## src/rtl/sweep_pkg.sv

```systemverilog
// Shared types and sizing helpers for the DAC sweep generator.
package sweep_pkg;

    typedef enum logic [1:0] {
        ST_IDLE,
        ST_UP,
        ST_DOWN
    } sweep_state_e;

    localparam int ACC_GUARD = 1;

    function automatic int acc_width(input int sig_w, input int frac_w);
        return sig_w + frac_w + ACC_GUARD;
    endfunction

endpackage

```

## src/rtl/sweep_step_unit.sv

```systemverilog
// Combinational accumulator step: add or subtract the step, then clamp against a limit.
module sweep_step_unit
    import sweep_pkg::*;
#(
    parameter int SIGNAL_OUT_SIZE = 16,
    parameter int ACC_FRAC        = 16
) (
    input  logic signed [acc_width(SIGNAL_OUT_SIZE, ACC_FRAC)-1:0] acc_in,
    input  logic        [31:0]                                     step_in,
    input  logic signed [SIGNAL_OUT_SIZE-1:0]                      limit_in,
    input  logic                                                   sub_in,
    output logic signed [acc_width(SIGNAL_OUT_SIZE, ACC_FRAC)-1:0] acc_out,
    output logic                                                   hit_out
);

    localparam int AW = acc_width(SIGNAL_OUT_SIZE, ACC_FRAC);
    // The sum is widened so even a full 32-bit step cannot wrap before the compare.
    localparam int SW = AW + 32;
    localparam int IW = SW - ACC_FRAC;
    localparam int LW = AW - ACC_FRAC;

    logic signed [SW-1:0] acc_sx;
    logic signed [SW-1:0] step_sx;
    logic signed [SW-1:0] sum;
    logic signed [IW-1:0] sum_int;
    logic signed [IW-1:0] lim_int;
    logic signed [AW-1:0] lim_acc;

    always_comb begin
        acc_sx  = SW'(acc_in);
        step_sx = SW'(step_in);
        sum     = sub_in ? (acc_sx - step_sx) : (acc_sx + step_sx);
        sum_int = sum[SW-1:ACC_FRAC];
        lim_int = IW'(limit_in);
        lim_acc = {LW'(limit_in), {ACC_FRAC{1'b0}}};
        hit_out = sub_in ? (sum_int <= lim_int) : (sum_int >= lim_int);
        acc_out = hit_out ? lim_acc : sum[AW-1:0];
    end

endmodule

```

## src/rtl/dac_sweep_gen.sv

```systemverilog
// Programmable ramp source for one AD9783 DAC channel word.
// SWEEP_TRIANGLE_EN selects a triangle sweep; undefined builds a sawtooth.
module dac_sweep_gen
    import sweep_pkg::*;
#(
    parameter int SIGNAL_OUT_SIZE = 16,
    parameter int ACC_FRAC        = 16
) (
    input  logic                              clk_in,
    input  logic                              rst_n_in,
    input  logic                              on_in,
    input  logic signed [SIGNAL_OUT_SIZE-1:0] minval_in,
    input  logic signed [SIGNAL_OUT_SIZE-1:0] maxval_in,
    input  logic        [31:0]                stepsize_in,
    output logic signed [SIGNAL_OUT_SIZE-1:0] signal_out,
    output logic                              sync_out,
    output logic                              dir_out
);

    localparam int AW = acc_width(SIGNAL_OUT_SIZE, ACC_FRAC);
    localparam int LW = AW - ACC_FRAC;

    function automatic logic signed [AW-1:0] code_to_acc(input logic signed [SIGNAL_OUT_SIZE-1:0] c);
        return {LW'(c), {ACC_FRAC{1'b0}}};
    endfunction

    sweep_state_e                      state_q, state_d;
    logic signed [AW-1:0]              acc_q, acc_d;
    logic signed [SIGNAL_OUT_SIZE-1:0] signal_q, signal_d;
    logic                              sync_q, sync_d;
    logic signed [SIGNAL_OUT_SIZE-1:0] min_l_q, min_l_d;
    logic signed [SIGNAL_OUT_SIZE-1:0] max_l_q, max_l_d;
    logic        [31:0]                step_l_q, step_l_d;
`ifdef SWEEP_TRIANGLE_EN
    logic                              dir_q, dir_d;
`else
    logic                              top_q, top_d;
`endif

    logic signed [AW-1:0]              nxt_acc;
    logic                              nxt_hit;
    logic                              step_sub;

    assign step_sub = (state_q == ST_DOWN);

    sweep_step_unit #(
        .SIGNAL_OUT_SIZE(SIGNAL_OUT_SIZE),
        .ACC_FRAC       (ACC_FRAC)
    ) u_step (
        .acc_in  (acc_q),
        .step_in (step_l_q),
        .limit_in(step_sub ? min_l_q : max_l_q),
        .sub_in  (step_sub),
        .acc_out (nxt_acc),
        .hit_out (nxt_hit)
    );

    always_comb begin
        state_d  = state_q;
        acc_d    = acc_q;
        signal_d = signal_q;
        sync_d   = 1'b0;
        min_l_d  = min_l_q;
        max_l_d  = max_l_q;
        step_l_d = step_l_q;
`ifdef SWEEP_TRIANGLE_EN
        dir_d    = dir_q;
`else
        top_d    = 1'b0;
`endif
        if (!on_in || state_q == ST_IDLE) begin
            state_d  = ST_IDLE;
            signal_d = minval_in;
            acc_d    = code_to_acc(minval_in);
`ifdef SWEEP_TRIANGLE_EN
            dir_d    = 1'b1;
`endif
            if (on_in && (minval_in < maxval_in)) begin
                state_d  = ST_UP;
                sync_d   = 1'b1;
                min_l_d  = minval_in;
                max_l_d  = maxval_in;
                step_l_d = stepsize_in;
            end
        end else begin
            case (state_q)
                ST_UP: begin
`ifndef SWEEP_TRIANGLE_EN
                    // Sawtooth wrap: one cycle after the max sample, restart the period.
                    if (top_q) begin
                        signal_d = min_l_q;
                        acc_d    = code_to_acc(min_l_q);
                        sync_d   = 1'b1;
                        min_l_d  = minval_in;
                        max_l_d  = maxval_in;
                        step_l_d = stepsize_in;
                    end else
`endif
                    begin
                        acc_d    = nxt_acc;
                        signal_d = nxt_acc[AW-2:ACC_FRAC];
                        if (nxt_hit) begin
`ifdef SWEEP_TRIANGLE_EN
                            state_d = ST_DOWN;
`else
                            top_d   = 1'b1;
`endif
                        end
                    end
                end
`ifdef SWEEP_TRIANGLE_EN
                ST_DOWN: begin
                    acc_d    = nxt_acc;
                    signal_d = nxt_acc[AW-2:ACC_FRAC];
                    dir_d    = 1'b0;
                    if (nxt_hit) begin
                        state_d  = ST_UP;
                        dir_d    = 1'b1;
                        sync_d   = 1'b1;
                        min_l_d  = minval_in;
                        max_l_d  = maxval_in;
                        step_l_d = stepsize_in;
                    end
                end
`endif
                default: state_d = ST_IDLE;
            endcase
        end
    end

    always_ff @(posedge clk_in or negedge rst_n_in) begin
        if (!rst_n_in) begin
            state_q  <= ST_IDLE;
            acc_q    <= '0;
            signal_q <= '0;
            sync_q   <= 1'b0;
            min_l_q  <= '0;
            max_l_q  <= '0;
            step_l_q <= '0;
`ifdef SWEEP_TRIANGLE_EN
            dir_q    <= 1'b1;
`else
            top_q    <= 1'b0;
`endif
        end else begin
            state_q  <= state_d;
            acc_q    <= acc_d;
            signal_q <= signal_d;
            sync_q   <= sync_d;
            min_l_q  <= min_l_d;
            max_l_q  <= max_l_d;
            step_l_q <= step_l_d;
`ifdef SWEEP_TRIANGLE_EN
            dir_q    <= dir_d;
`else
            top_q    <= top_d;
`endif
        end
    end

    assign signal_out = signal_q;
    assign sync_out   = sync_q;
`ifdef SWEEP_TRIANGLE_EN
    assign dir_out    = dir_q;
`else
    assign dir_out    = 1'b1;
`endif

endmodule

```

## config.mk

```make
export PLATFORM = sky130hd
export DESIGN_NAME = dac_sweep_gen
export DESIGN_NICKNAME = d
export VERILOG_FILES = /design/src/rtl/sweep_pkg.sv /design/src/rtl/sweep_step_unit.sv /design/src/rtl/dac_sweep_gen.sv
export SDC_FILE = /design/constraint.sdc
export NUM_CORES = 1
export LEC_CHECK = 0
export CAP_MARGIN = 30
export CORE_AREA = 4 4 166 128
export DETAILED_ROUTE_END_ITERATION = 10
export DIE_AREA = 0 0 170 132
export GPL_TIMING_DRIVEN = 0
export PLACE_DENSITY = 0.65
export SYNTH_ARGS = -nofsm -noshare
export SYNTH_HDL_FRONTEND = slang
export SYNTH_HIERARCHICAL = 1
export SYNTH_SLANG_ARGS = --single-unit
```

## constraint.sdc

```tcl
create_clock -name clk_in -period 10.7 [get_ports clk_in]
set_clock_uncertainty 0.2 [all_clocks]
set_input_delay 2.14 -clock clk_in [delete_from_list [all_inputs] [get_ports clk_in]]
set_output_delay 2.14 -clock clk_in [all_outputs]
set_load 0.02 [all_outputs]
```

# Yosys cells after proc, flatten, opt, wreduce, memory -nomap -nowiden
# Index checks and enable logic that the tools add are counted.
[totals] reg_bits=117 out_inout_bits=18
[classes] n_addsub=2 order_cmp=3 eq_ne=4 muxes=33 reduce_logical=7
[ops] operator="2-to-1 mux 16 bit" count=12
[ops] operator="2-to-1 mux 33 bit" count=4
[ops] operator="2-to-1 mux 32 bit" count=4
[ops] operator="2-to-1 mux 65 bit" count=1
[ops] operator="greater-or-equal comparator 49 x 16 -> 1 bit" count=1
[ops] operator="<= comparator 49 x 16 -> 1 bit" count=1
[ops] operator="adder 33 x 33 -> 34 bit" count=1
[ops] operator="subtractor 33 x 33 -> 34 bit" count=1
[ops] operator="< comparator 16 bit" count=1
[ops] operator="2-to-1 mux 1 bit" count=10
[ops] operator="2-to-1 mux 2 bit" count=2
[ops] operator="nonzero test 2 bit" count=2
[ops] operator="AND reduction 3 bit" count=1
[ops] operator="equality test 2 x 1 -> 1 bit, second input constant" count=1
[ops] operator="equality test 2 bit, second input constant" count=1
[ops] operator="zero test 2 bit" count=1
[ops] operator="!= test 2 x 1 -> 1 bit, second input constant" count=1
[ops] operator="!= test 2 bit, second input constant" count=1
[ops] operator="logical AND 1 bit" count=1
[ops] operator="zero test 1 bit" count=1
[ops] operator="logical OR 1 bit" count=1

# Logic depth before layout (Yosys ltp)
[logic_depth] depth_word=8 depth_mapped=30 depth_no_buf=28

# Hierarchy
# Netlist, hierarchy kept.
[by_module_without_submodules] module="dac_sweep_gen" instances=1 cells_each=330 area_per_inst_um2=4413.0
[by_module_without_submodules] module="sweep_step_unit" instances=1 cells_each=471 area_per_inst_um2=3284.4

# Least setup slack after synthesis
# Ideal clock, no wire load.
[synth_timing] path_type="flip-flop to flip-flop" start="register step_l_q[12]" end="register acc_q[27]" arrival_time_ns=5.396 path_slack_ns=4.969 stages_incl_launch_ff=28 synth_period_minus_slack_ns=5.731 cell_sequence="dfrtp_1 > or4_4 > nor3_4 > and3_1 > nand2_1 > nor3_1 > nor2_1 > xnor2_1 > ha_1 > clkbuf_1 > a21o_1 > a21o_1 > a21oi_1 > o211ai_1 > o31ai_2 > xnor2_1 > ha_1 > and4_1 > nand4_1 > o41ai_1 > nor4_1 > a32oi_1 > xnor2_1 > nand2_2 > buf_4 > mux2_2 > mux2i_1 > o21ai_0"
[synth_via] elab_chain_cells=8 elab_cells_between_ends=10 classes_between="add/sub (2); order compare (2); mux (6)"
[synth_lines] element="from (decl)" line_no="dac_sweep_gen.sv:33" rtl="logic [31:0] step_l_q, step_l_d;"
[synth_lines] element="from (signal assigned)" line_no="dac_sweep_gen.sv:152" rtl="step_l_q <= step_l_d;"
[synth_lines] element="adder 33 x 33 -> 34 bit or subtractor 33 x 33 -> 34 bit (tied branches)" line_no="sweep_step_unit.sv:32" rtl="sum = sub_in ? (acc_sx - step_sx) : (acc_sx + step_sx);"
[synth_lines] element="2-to-1 mux 65 bit *" line_no="sweep_step_unit.sv:32"
[synth_lines] element="greater-or-equal comparator 49 x 16 -> 1 bit or <= comparator 49 x 16 -> 1 bit (tied branches)" line_no="sweep_step_unit.sv:36" rtl="hit_out = sub_in ? (sum_int <= lim_int) : (sum_int >= lim_int);"
[synth_lines] element="2-to-1 mux 1 bit" line_no="sweep_step_unit.sv:36"
[synth_lines] element="2-to-1 mux 33 bit *" line_no="sweep_step_unit.sv:37" rtl="acc_out = hit_out ? lim_acc : sum[AW-1:0];"
[synth_lines] element="named net nxt_acc[27]" line_no="dac_sweep_gen.sv:40" rtl="logic signed [AW-1:0] nxt_acc;"
[synth_lines] element="2-to-1 mux 33 bit *" line_no="dac_sweep_gen.sv:90" rtl="if (top_q) begin"
[synth_lines] element="2-to-1 mux 33 bit *" line_no="dac_sweep_gen.sv:86" rtl="case (state_q)"
[synth_lines] element="2-to-1 mux 33 bit *" line_no="dac_sweep_gen.sv:71" rtl="if (!on_in || state_q == ST_IDLE) begin"
[synth_lines] element="to (signal assigned)" line_no="dac_sweep_gen.sv:134" rtl="acc_q <= '0;"
[synth_lines] element="to (signal assigned)" line_no="dac_sweep_gen.sv:147" rtl="acc_q <= acc_d;"
[synth_lines] element="to (decl)" line_no="dac_sweep_gen.sv:28" rtl="logic signed [AW-1:0] acc_q, acc_d;"
# The timed path passes the listed nets; every way through them passes the cells marked *. The select of a mux whose other input is x is not followed.
# A chain may end at the register's enable or synchronous reset.

# Final worst setup path
[layout_timing] start="register step_l_q[1]" end="register acc_q[25]"
# The elaborated chain is that of the path after synthesis.

==> flow_summary.yaml <==
status:
  status: "finished, final reports clean"
clocking:
  cts-root-buf: "clkbuf_16"
  cts.path.max_buffers: 2
  htreeDepth: 3
  cts_tree: "yes"
  post_cts_buffers: 0
  ctsResizeCount: 0
  cts-hold-fix-buffers: 0
  clkSlewWorstSetupHoldPaths_ps: 80
  clk_latency_ps: 360
  clock_sinks: 100
  numCtsBuffers: 9
power_and_ir_drop:
  clockPowerShare_pct: 14.0
  leakagePower_nw: 4.15
  ir_worst_vdd_uv: 108
  switchingPower_mw: 1.12
  intPower_mw: 1.42
  pwr-share-seq_pct: 24.1
  swShare_pct: 44.2
  pwr-share-comb_pct: 61.9
  power_density_mw_per_mm2: 276
detailed_routing:
  vias_per_cell: 5.26
  drt_iter0_markers: 509
  num_vias: 6101
  postRouteAntennaNets: 0
  wl_per_cell_um: 17.5
  wl_mm: 20.3
  dr.pass1.iters: 5
  remaining_drc_errors: 0
die:
  fp.dieArea_mm2: 0.0224
  die_y_um: 132
  initial_utilization_pct: 38.9
  coreArea_mm2: 0.0198
  io_pins: 85
  core.rowCount: 45
  fp.dieW_um: 170
layout:
  final_common_cell: "dfrtp_1"
  diodes: 0
  instances_no_fill: 1159
  syn_to_final_growth_pct: 19.5
  nets: 1031
  drive_above_1_share_pct: 16.3
  mostFrequentLayoutCells: "dfrtp_1 (100), clkdlybuf4s50_1 (82), mux2_2 (71), ha_1 (67), a21oi_1 (57)"
place:
  dp_cells: 1143
  io_buffers: 83
  preCtsSetupSlack_ps: 3930
  place.gp.congestion: 0.938
  hpwl_mm: 16.1
synthesis:
  ys.flop_type: "dfrtp_1"
  synth_edf_count: 0
  yosysWarnings: 6
  syn_area_per_cell_um2: 9.61
  synth_cells: 801
  yosysSeqAreaShare_pct: 32.5
  syn_nets: 936
  syn_area_mm2: 0.00770
  yosysUniqueCellTypes: 67
  ys_async_sr_fraction_pct: 100
  ys_ff_latch: 100
grt:
  grt.total_usage_pct: 18.3
  antenna_found_initial: 0
  grt_pass1_wl_mm: 32.6
  grt_max_degree: 63
  grt-ovfl-total: 0
  grt_pass1_vias: 5992
min_path:
  holdPathStages: 1
  worstHoldStart: "min_l_q[0]$_DFFE_PN0P_"
  hold_end: "min_l_q[0]$_DFFE_PN0P_"
  min_path_type: "reg2reg"
worst_setup_path:
  startpoint_type: "flop"
  cpMaxStageDelayCell: "dfrtp_1"
  critPathKind: "reg2reg"
  regToRegSetupSlack_ps: 3760
  worstSetupEndpointType: "flop"
  worstPathArrival_ps: 6910
  rr_endpoint: "acc_q[25]$_DFFE_PN0P_"
  slowest_delay_ps: 430
  worstPathMaxFanout: 10
  required_ps: 10670
  r2r_cells: 26
  r2r_start: "step_l_q[1]$_DFFE_PN0P_"
timing:
  hold_viol: 0
  tightest_slew_ps: 731
  rsz0062_at_grt: "no"
  fin_crit_sh_pct: 64.8
  fmax_mhz: 144
  whs_ps: 314
  slew_headroom_pct: 51.3
  worst_slack_ps: 3760
  tns_ps: 0
  drv_slew: 0
  fin_crit_ps: 6940
  setup_violations: 0
flow_run:
  maxCapViolations: 0
==> metrics by stage <==
step                      total power [mW]  util [%]  instance area, um^2
after CTS                             2.53      46.5                 9200
final                                 2.54      46.5                 9200
after global routing                  2.75      46.5                 9200
after detailed placement              2.15      44.9                 8880
after global placement                2.13      44.8                 8850
after floorplan                       1.76         -                 7700
==> critical path: cells and delay by family, from the launching register on <==
kind,cells,cell delay (ps)
compound gates,7,1920
simple gates,10,1910
fa+ha+maj,2,670
xor+xnor,3,630
buf+inv,2,520
mux,2,470
flops,1,430
==> layer usage <==
metal | wire length [um] | vias to the layer above | track usage [%]
li1 | - | 3027 | -
met5 | 0 | - | 0
met2 | 8130 | 172 | 25.4
met4 | 153 | 0 | 2.93
met3 | 1160 | 10 | 3.63
met1 | 10800 | 2892 | 29.5
==> synth_stat cells, drive strengths merged (3+ instances only) <==
library cell / number / area share [%]
mux2: 80 / 12
xnor2: 49 / 5.6
a21oi: 58 / 3.8
and3: 13 / 1.1
xor2: 14 / 1.6
o21bai: 9 / 0.88
o211ai: 5 / 0.49
ha: 67 / 11
inv: 52 / 2.6
buf: 30 / 2.9
nand2: 43 / 2.1
a211oi: 4 / 0.39
o31ai: 4 / 0.46
nor3: 17 / 1.3
a311oi: 4 / 0.62
nor2: 57 / 2.9
clkbuf: 13 / 0.63
and2: 25 / 2.0
nor4: 4 / 0.33
a31oi: 9 / 0.93
nand3: 14 / 1.0
nand4: 11 / 0.98
mux2i: 17 / 2.2
nand2b: 6 / 0.49
o2111ai: 3 / 0.34
o21ai: 36 / 2.3
a21o: 23 / 2.2
dfrtp: 100 / 33
nor2b: 6 / 0.49
==> sequential cells by signal, summed over array words and instances (netlist names) <==
register  cells
acc_q        33
min_l_q      16
top_q         1
step_l_q     32
state_q       1
sync_out      1
max_l_q      16
==> worst max path at each step <==
stage | depth (start not counted) | to | startpoint | slack, ps
after floorplan | 27 | acc_q[27]$_DFFE_PN0P_ | step_l_q[12]$_DFFE_PN0P_ | 4970
after global placement | 1 | max_l_q[11]$_DFFE_PN0P_ | rst_n_in | 3340
after detailed placement | 27 | acc_q[25]$_DFFE_PN0P_ | step_l_q[11]$_DFFE_PN0P_ | 3930
after CTS | 27 | acc_q[25]$_DFFE_PN0P_ | step_l_q[11]$_DFFE_PN0P_ | 3900
after global routing | 26 | acc_q[26]$_DFFE_PN0P_ | step_l_q[1]$_DFFE_PN0P_ | 3380
final | 26 | acc_q[25]$_DFFE_PN0P_ | step_l_q[1]$_DFFE_PN0P_ | 3760
==> layout make-up <==
type / instances / area, um^2
fillers: 1871 / 10600
clock buffers: 9 / 225
multi-input cells: 606 / 4720
well taps: 258 / 323
plain buffers: 43 / 273
inverters: 52 / 198
clock inverters: 7 / 95.1
repair buffers: 84 / 856
flip-flops and latches: 100 / 2500
==> power by group through the flow <==
stage | logic, mW | clock network (mW) | registers, mW
after detailed placement | 1.53 | 0 | 0.615
after floorplan | 1.19 | 0 | 0.571
after global routing | 1.75 | 0.379 | 0.628
after CTS | 1.55 | 0.365 | 0.609
final | 1.57 | 0.356 | 0.610
after global placement | 1.52 | 0 | 0.612
==> logic make-up (layout without fill, tap and decap cells) <==
| family | count (synthesis) | after routing | share of synthesized area [%] |
|---|---|---|---|
| muxes | 97 | 97 | 14.4 |
| AOI/OAI and AO/OA | 173 | 173 | 15.1 |
| DFF | 100 | 100 | 32.5 |
| buffers and inverters | 95 | 195 | 6.11 |
| other | 2 | 2 | 0.0976 |
| xor gates and xnor gates | 63 | 63 | 7.17 |
| adders and majority gates | 68 | 68 | 11.2 |
| and+or+nand+nor | 203 | 203 | 13.5 |
Note: power is estimated with default switching activity, not from simulation.
